`src/rtl/mips_avalon_arbiter.sv`:
```
// Merges the MIPS instruction-fetch and data ports onto one Avalon-MM master, one registered
// transaction at a time, with round-robin arbitration and a waitrequest timeout.
module mips_avalon_arbiter #(
  parameter int TIMEOUT = 1024
) (
  input  logic        clk,
  input  logic        reset,
  input  logic        i_req,
  input  logic [31:0] i_addr,
  output logic [31:0] i_rdata,
  output logic        i_valid,
  input  logic        d_read,
  input  logic        d_write,
  input  logic [31:0] d_addr,
  input  logic [31:0] d_wdata,
  input  logic [3:0]  d_byteen,
  output logic [31:0] d_rdata,
  output logic        d_valid,
  output logic [31:0] avm_address,
  output logic        avm_read,
  output logic        avm_write,
  output logic [31:0] avm_writedata,
  output logic [3:0]  avm_byteenable,
  input  logic        avm_waitrequest,
  input  logic [31:0] avm_readdata,
  output logic        bus_error
);

  typedef enum logic [1:0] {S_IDLE, S_BUS, S_RDATA, S_RESP} state_e;

  localparam int CNT_W = (TIMEOUT > 1) ? $clog2(TIMEOUT) : 1;
  localparam logic [CNT_W-1:0] TMO_LAST = (TIMEOUT > 0) ? CNT_W'(TIMEOUT - 1) : '0;

  state_e           state_q, state_d;
  logic             gnt_q, gnt_d;   // 1 = data port owns the current transaction
  logic             rr_q, rr_d;     // 1 = data port wins the next contention
  logic [CNT_W-1:0] tmo_q, tmo_d;
  logic [31:0]      addr_q, addr_d;
  logic [31:0]      wdata_q, wdata_d;
  logic [3:0]       be_q, be_d;
  logic             rd_q, rd_d;
  logic             wr_q, wr_d;
  logic [31:0]      i_rdata_q, i_rdata_d;
  logic [31:0]      d_rdata_q, d_rdata_d;
  logic             i_valid_q, i_valid_d;
  logic             d_valid_q, d_valid_d;
  logic             berr_q, berr_d;

  logic d_req, both_req, pick_d;
  logic unused_addr_lsb;

  assign d_req           = d_read | d_write;
  assign both_req        = i_req & d_req;
  assign pick_d          = both_req ? rr_q : d_req;
  assign unused_addr_lsb = ^{i_addr[1:0], d_addr[1:0]};

  always_comb begin
    state_d   = state_q;
    gnt_d     = gnt_q;
    rr_d      = rr_q;
    tmo_d     = tmo_q;
    addr_d    = addr_q;
    wdata_d   = wdata_q;
    be_d      = be_q;
    rd_d      = rd_q;
    wr_d      = wr_q;
    i_rdata_d = i_rdata_q;
    d_rdata_d = d_rdata_q;
    i_valid_d = 1'b0;
    d_valid_d = 1'b0;
    berr_d    = berr_q;
    case (state_q)
      S_IDLE: begin
        if (i_req || d_req) begin
          gnt_d   = pick_d;
          tmo_d   = '0;
          state_d = S_BUS;
          if (both_req) rr_d = ~rr_q;
          if (pick_d) begin
            // A simultaneous read+write is served as a write and flagged.
            addr_d  = {d_addr[31:2], 2'b00};
            wdata_d = d_wdata;
            be_d    = d_write ? d_byteen : 4'hF;
            wr_d    = d_write;
            rd_d    = ~d_write;
            if (d_read && d_write) berr_d = 1'b1;
          end else begin
            addr_d = {i_addr[31:2], 2'b00};
            be_d   = 4'hF;
            wr_d   = 1'b0;
            rd_d   = 1'b1;
          end
        end
      end
      S_BUS: begin
        if (!avm_waitrequest) begin
          rd_d = 1'b0;
          wr_d = 1'b0;
          if (wr_q) begin
            d_valid_d = 1'b1;
            state_d   = S_RESP;
          end else begin
            state_d = S_RDATA;
          end
        end else if ((TIMEOUT != 0) && (tmo_q == TMO_LAST)) begin
          // Abort: the requester still gets its completion pulse, with zero data.
          rd_d    = 1'b0;
          wr_d    = 1'b0;
          berr_d  = 1'b1;
          state_d = S_RESP;
          if (gnt_q) begin
            d_rdata_d = '0;
            d_valid_d = 1'b1;
          end else begin
            i_rdata_d = '0;
            i_valid_d = 1'b1;
          end
        end else begin
          tmo_d = tmo_q + 1'b1;
        end
      end
      S_RDATA: begin
        state_d = S_RESP;
        if (gnt_q) begin
          d_rdata_d = avm_readdata;
          d_valid_d = 1'b1;
        end else begin
          i_rdata_d = avm_readdata;
          i_valid_d = 1'b1;
        end
      end
      S_RESP:  state_d = S_IDLE;
      default: state_d = S_IDLE;
    endcase
  end

  always_ff @(posedge clk or posedge reset) begin
    if (reset) begin
      state_q   <= S_IDLE;
      gnt_q     <= 1'b0;
      rr_q      <= 1'b0;
      tmo_q     <= '0;
      addr_q    <= '0;
      wdata_q   <= '0;
      be_q      <= '0;
      rd_q      <= 1'b0;
      wr_q      <= 1'b0;
      i_rdata_q <= '0;
      d_rdata_q <= '0;
      i_valid_q <= 1'b0;
      d_valid_q <= 1'b0;
      berr_q    <= 1'b0;
    end else begin
      state_q   <= state_d;
      gnt_q     <= gnt_d;
      rr_q      <= rr_d;
      tmo_q     <= tmo_d;
      addr_q    <= addr_d;
      wdata_q   <= wdata_d;
      be_q      <= be_d;
      rd_q      <= rd_d;
      wr_q      <= wr_d;
      i_rdata_q <= i_rdata_d;
      d_rdata_q <= d_rdata_d;
      i_valid_q <= i_valid_d;
      d_valid_q <= d_valid_d;
      berr_q    <= berr_d;
    end
  end

  assign avm_address    = addr_q;
  assign avm_read       = rd_q;
  assign avm_write      = wr_q;
  assign avm_writedata  = wdata_q;
  assign avm_byteenable = be_q;
  assign i_rdata        = i_rdata_q;
  assign i_valid        = i_valid_q;
  assign d_rdata        = d_rdata_q;
  assign d_valid        = d_valid_q;
  assign bus_error      = berr_q;

endmodule

```
`config.mk`:
```
export PLATFORM = sky130hd
export DESIGN_NAME = mips_avalon_arbiter
export DESIGN_NICKNAME = d
export VERILOG_FILES = /design/src/rtl/mips_avalon_arbiter.sv
export SDC_FILE = /design/constraint.sdc
export NUM_CORES = 1
export LEC_CHECK = 0
export BUFFER_PORTS_ARGS = -buffer_cell sky130_fd_sc_hd__buf_2
export CAP_MARGIN = 20
export CELL_PAD_IN_SITES_DETAIL_PLACEMENT = 0
export CELL_PAD_IN_SITES_GLOBAL_PLACEMENT = 1
export CORE_MARGIN = 2
export CORE_UTILIZATION = 37
export DETAILED_ROUTE_END_ITERATION = 10
export GPL_TIMING_DRIVEN = 0
export PLACE_DENSITY = 0.81
export SETUP_SLACK_MARGIN = 0.15
export SYNTH_ARGS = -nofsm -noshare
export SYNTH_HDL_FRONTEND = slang
export SYNTH_SLANG_ARGS = --single-unit
```
`constraint.sdc`:
```
create_clock -name clk -period 6.45 [get_ports clk]
set_input_delay 0.645 -clock clk [delete_from_list [all_inputs] [get_ports clk]]
set_output_delay 0.645 -clock clk [all_outputs]
set_load 0.02 [all_outputs]
```
==> metrics.yaml <==
outcome:
  status: "finished, final reports clean"
route:
  top_layer: "met4"
  wl_per_cell_um: 18.30
  ant_nets: 0
  viasPerCell: 5.213
  drc: 0
  via_count: 6672
  drtIter0Drc: 357
  wl_met2_um: 11170
  firstDrtPassIters: 8
  routed_wl_um: 23430
  wl_met1_um: 9553
  met3_length_um: 2259
finish:
  nNetsFinal: 1142
  stdcell_count: 1280
  layout-drive-gt1-share_pct: 37.31
  area_growth_pct: 30.92
logic_synthesis:
  synth_top_area_cell: "dfrtp_1"
  synth_area_leaders: "dfrtp_1 50%, a221o_1 8.8%, mux2_2 5.0%, a21oi_1 4.8%, mux2i_1 4.0%"
  seq_area_frac_synth_pct: 50.24
  syn_avg_cell_area_um2: 10.44
  syn_inst: 711
  synth.distinct_cells: 57
  synth_area_um2: 7422
  synth-warning-count: 0
  synth_ff_type: "dfrtp_1"
  synth_seq_cells: 149
  synth_edf_count: 0
  yosysTopAreaCellShare_pct: 50.24
  async_flop_share_pct: 100.0
floorplanning:
  placementRows: 51
  dieArea_um2: 21210
  start_util_pct: 37.89
  chipHeight_um: 145.6
  die_w_um: 145.6
  ios: 275
  core_area_um2: 19590
sta:
  relSlewSlack_pct: 56.87
  setup_viol: 0
  worst-slew-pin-transition_ns: 0.6415
  clock.fmax_mhz: 387.7
  setup_slack_ns: 3.870
  slew_violations: 0
  finalCritPeriodShare_pct: 39.99
  whs_ns: 0.2372
  finalClockSkew_ns: 0.01066
  min_period_ns: 2.580
  tns_ns: 0
  hold_viol_final: 0
  rsz0062_at_grt: "no"
placement:
  place_hpwl_um: 16960
  place_inst: 1246
  portBuffers: 268
  gp_congestion: 0.8211
  dp_slack_ns: 3.881
clocking:
  cts_setup_buffers: 0
  root_buffer: "clkbuf_16"
  cts_sinks: 149
  cts_hold_buf: 0
  cts_resized: 0
  cts_htree_levels: 4
  clk_pin_slew_ns: 0.07
  cts_tree: "done"
  cts_buffer_depth: 2
  worstSkewPairLatency_ns: 0.42
  numCtsBuffers: 17
hold_path:
  hp-class: "input pin to async pin"
power:
  ir_drop_mv: 0.3231
  powerDensity_nw_per_um2: 577.1
  p_leak_nw: 4.689
grt:
  antenna_found_initial: 3
  grt_usage_pct: 22.08
  grt.overflow.total: 0
  grt_pass1_vias: 6843
  grt_max_degree: 87
  grt_pass1_wl_um: 37290
setup_path:
  crit_type: "flip-flop to flip-flop"
  path_max_fanout: 10
  cp-start-kind: "flip-flop"
  cp.required_ns: 6.76
  cp.arrival_ns: 2.89
  cp-end-kind: "flip-flop"
job:
  maxCapViolCount: 0
## final cells by class
type                    instances  area [um2]
flip-flops and latches        149        3729
inverters                       7       33.78
multi-input cells             496        3366
clock inverters                14       138.9
repair buffers                269        1369
plain buffers                  60       305.3
fillers                      1854        9873
well taps                     265       331.6
diodes                          2       5.005
clock buffers                  18       439.2
## placed cells by master, fill, tap and decap left out, types with 2 or more instances in the layout
master | Yosys | layout
a21oi_1 | 71 | 71
a221o_1 | 65 | 65
and2_1 | 2 | 2
and2b_1 | 17 | 17
and3_1 | 4 | 4
buf_2 | 22 | 290
buf_4 | 2 | 2
buf_6 | 6 | 6
clkbuf_1 | 30 | 30
clkbuf_16 | 0 | 17
clkinv_2 | 0 | 2
clkinvlp_4 | 0 | 2
conb_1 | 1 | 2
dfrtp_1 | 149 | 149
diode_2 | 0 | 2
ha_1 | 4 | 4
inv_1 | 7 | 6
inv_6 | 0 | 6
inv_8 | 0 | 3
mux2_2 | 33 | 33
mux2i_1 | 30 | 30
nand2_1 | 52 | 52
nand2_4 | 2 | 2
nand2b_1 | 3 | 3
nand3_1 | 9 | 9
nand4_1 | 3 | 3
nor2_1 | 72 | 72
nor2b_1 | 46 | 46
nor3_1 | 2 | 2
nor3b_1 | 6 | 6
o211ai_1 | 3 | 3
o21a_1 | 2 | 2
o21ai_0 | 35 | 35
o22a_1 | 2 | 2
o31ai_1 | 2 | 2
o32ai_1 | 2 | 2
## state kept, by name, summed over array words and instances (netlist names)
register / count
avm_writedata: 32
d_rdata: 32
i_rdata: 32
avm_address: 30
tmo_q: 10
avm_byteenable: 4
state_q: 2
avm_read: 1
avm_write: 1
bus_error: 1
d_valid: 1
gnt_q: 1
i_valid: 1
rr_q: 1
## layer usage
layer / track usage (%) / vias up
li1: - / 3139
met1: 26.73 / 3224
met2: 36.97 / 284
met3: 8.150 / 25
met4: 6.520 / 0
met5: 0 / -
## worst max-delay path, stage by stage, from the launching register on
cell and delay, ns:
dfrtp_1 0.40, inv_1 0.12, ha_1 0.40, clkbuf_1 0.45
clkbuf_1 0.42, and2b_1 0.23, a21oi_1 0.11, nor2_1 0.06
a221o_1 0.27
## path summary, 6_finish.rpt
path	start	slack [ns]	cells past startpoint	to
max	state_q[0]	3.87	8	d_rdata[6]
min	reset	0.24	2	avm_byteenable[0]
max reg2reg	state_q[0]	3.87	8	d_rdata[6]
min reg2reg	rr_q	0.47	1	rr_q
max in group asynchronous	reset	5.42	3	avm_writedata[9]
min in group clk	d_wdata[0]	0.45	2	avm_writedata[0]
## report_power, final
part	switching, W	internal, W	total, W
clock	0.000441	0.000553	0.000994
sequential	0.000283	0.00139	0.00167
combinational	0.00174	0.00120	0.00294
## synthesized netlist by cell type, types with 3 or more instances
cell type	n
a21oi_1	71
a221o_1	65
and2b_1	17
and3_1	4
buf_2	22
buf_6	6
clkbuf_1	30
dfrtp_1	149
ha_1	4
inv_1	7
mux2_2	33
mux2i_1	30
nand2_1	52
nand2b_1	3
nand3_1	9
nand4_1	3
nor2_1	72
nor2b_1	46
nor3b_1	6
o211ai_1	3
o21ai_0	35
## stage by stage
step | utilization (%) | total power (W) | cell area (um2)
after floorplan | - | 0.003689 | 7426
after global placement | 46.45 | 0.004565 | 9099
after detailed placement | 46.62 | 0.004633 | 9134
after CTS | 49.58 | 0.005649 | 9712
after global routing | 49.59 | 0.006009 | 9714
final | 49.60 | 0.005607 | 9717
## cell families after synthesis
logic type	after synthesis	share of synthesized area, %
AO/OA/AOI/OAI	196	18.98
XOR/XNOR	1	0.1180
adder cells (fa/ha/maj)	4	0.6743
buffers and inverters	67	4.467
flip-flops	149	50.24
multiplexers	63	9.053
other	1	0.05052
AND/OR/NAND/NOR	230	16.42
Power figures use the tool's default switching activity.
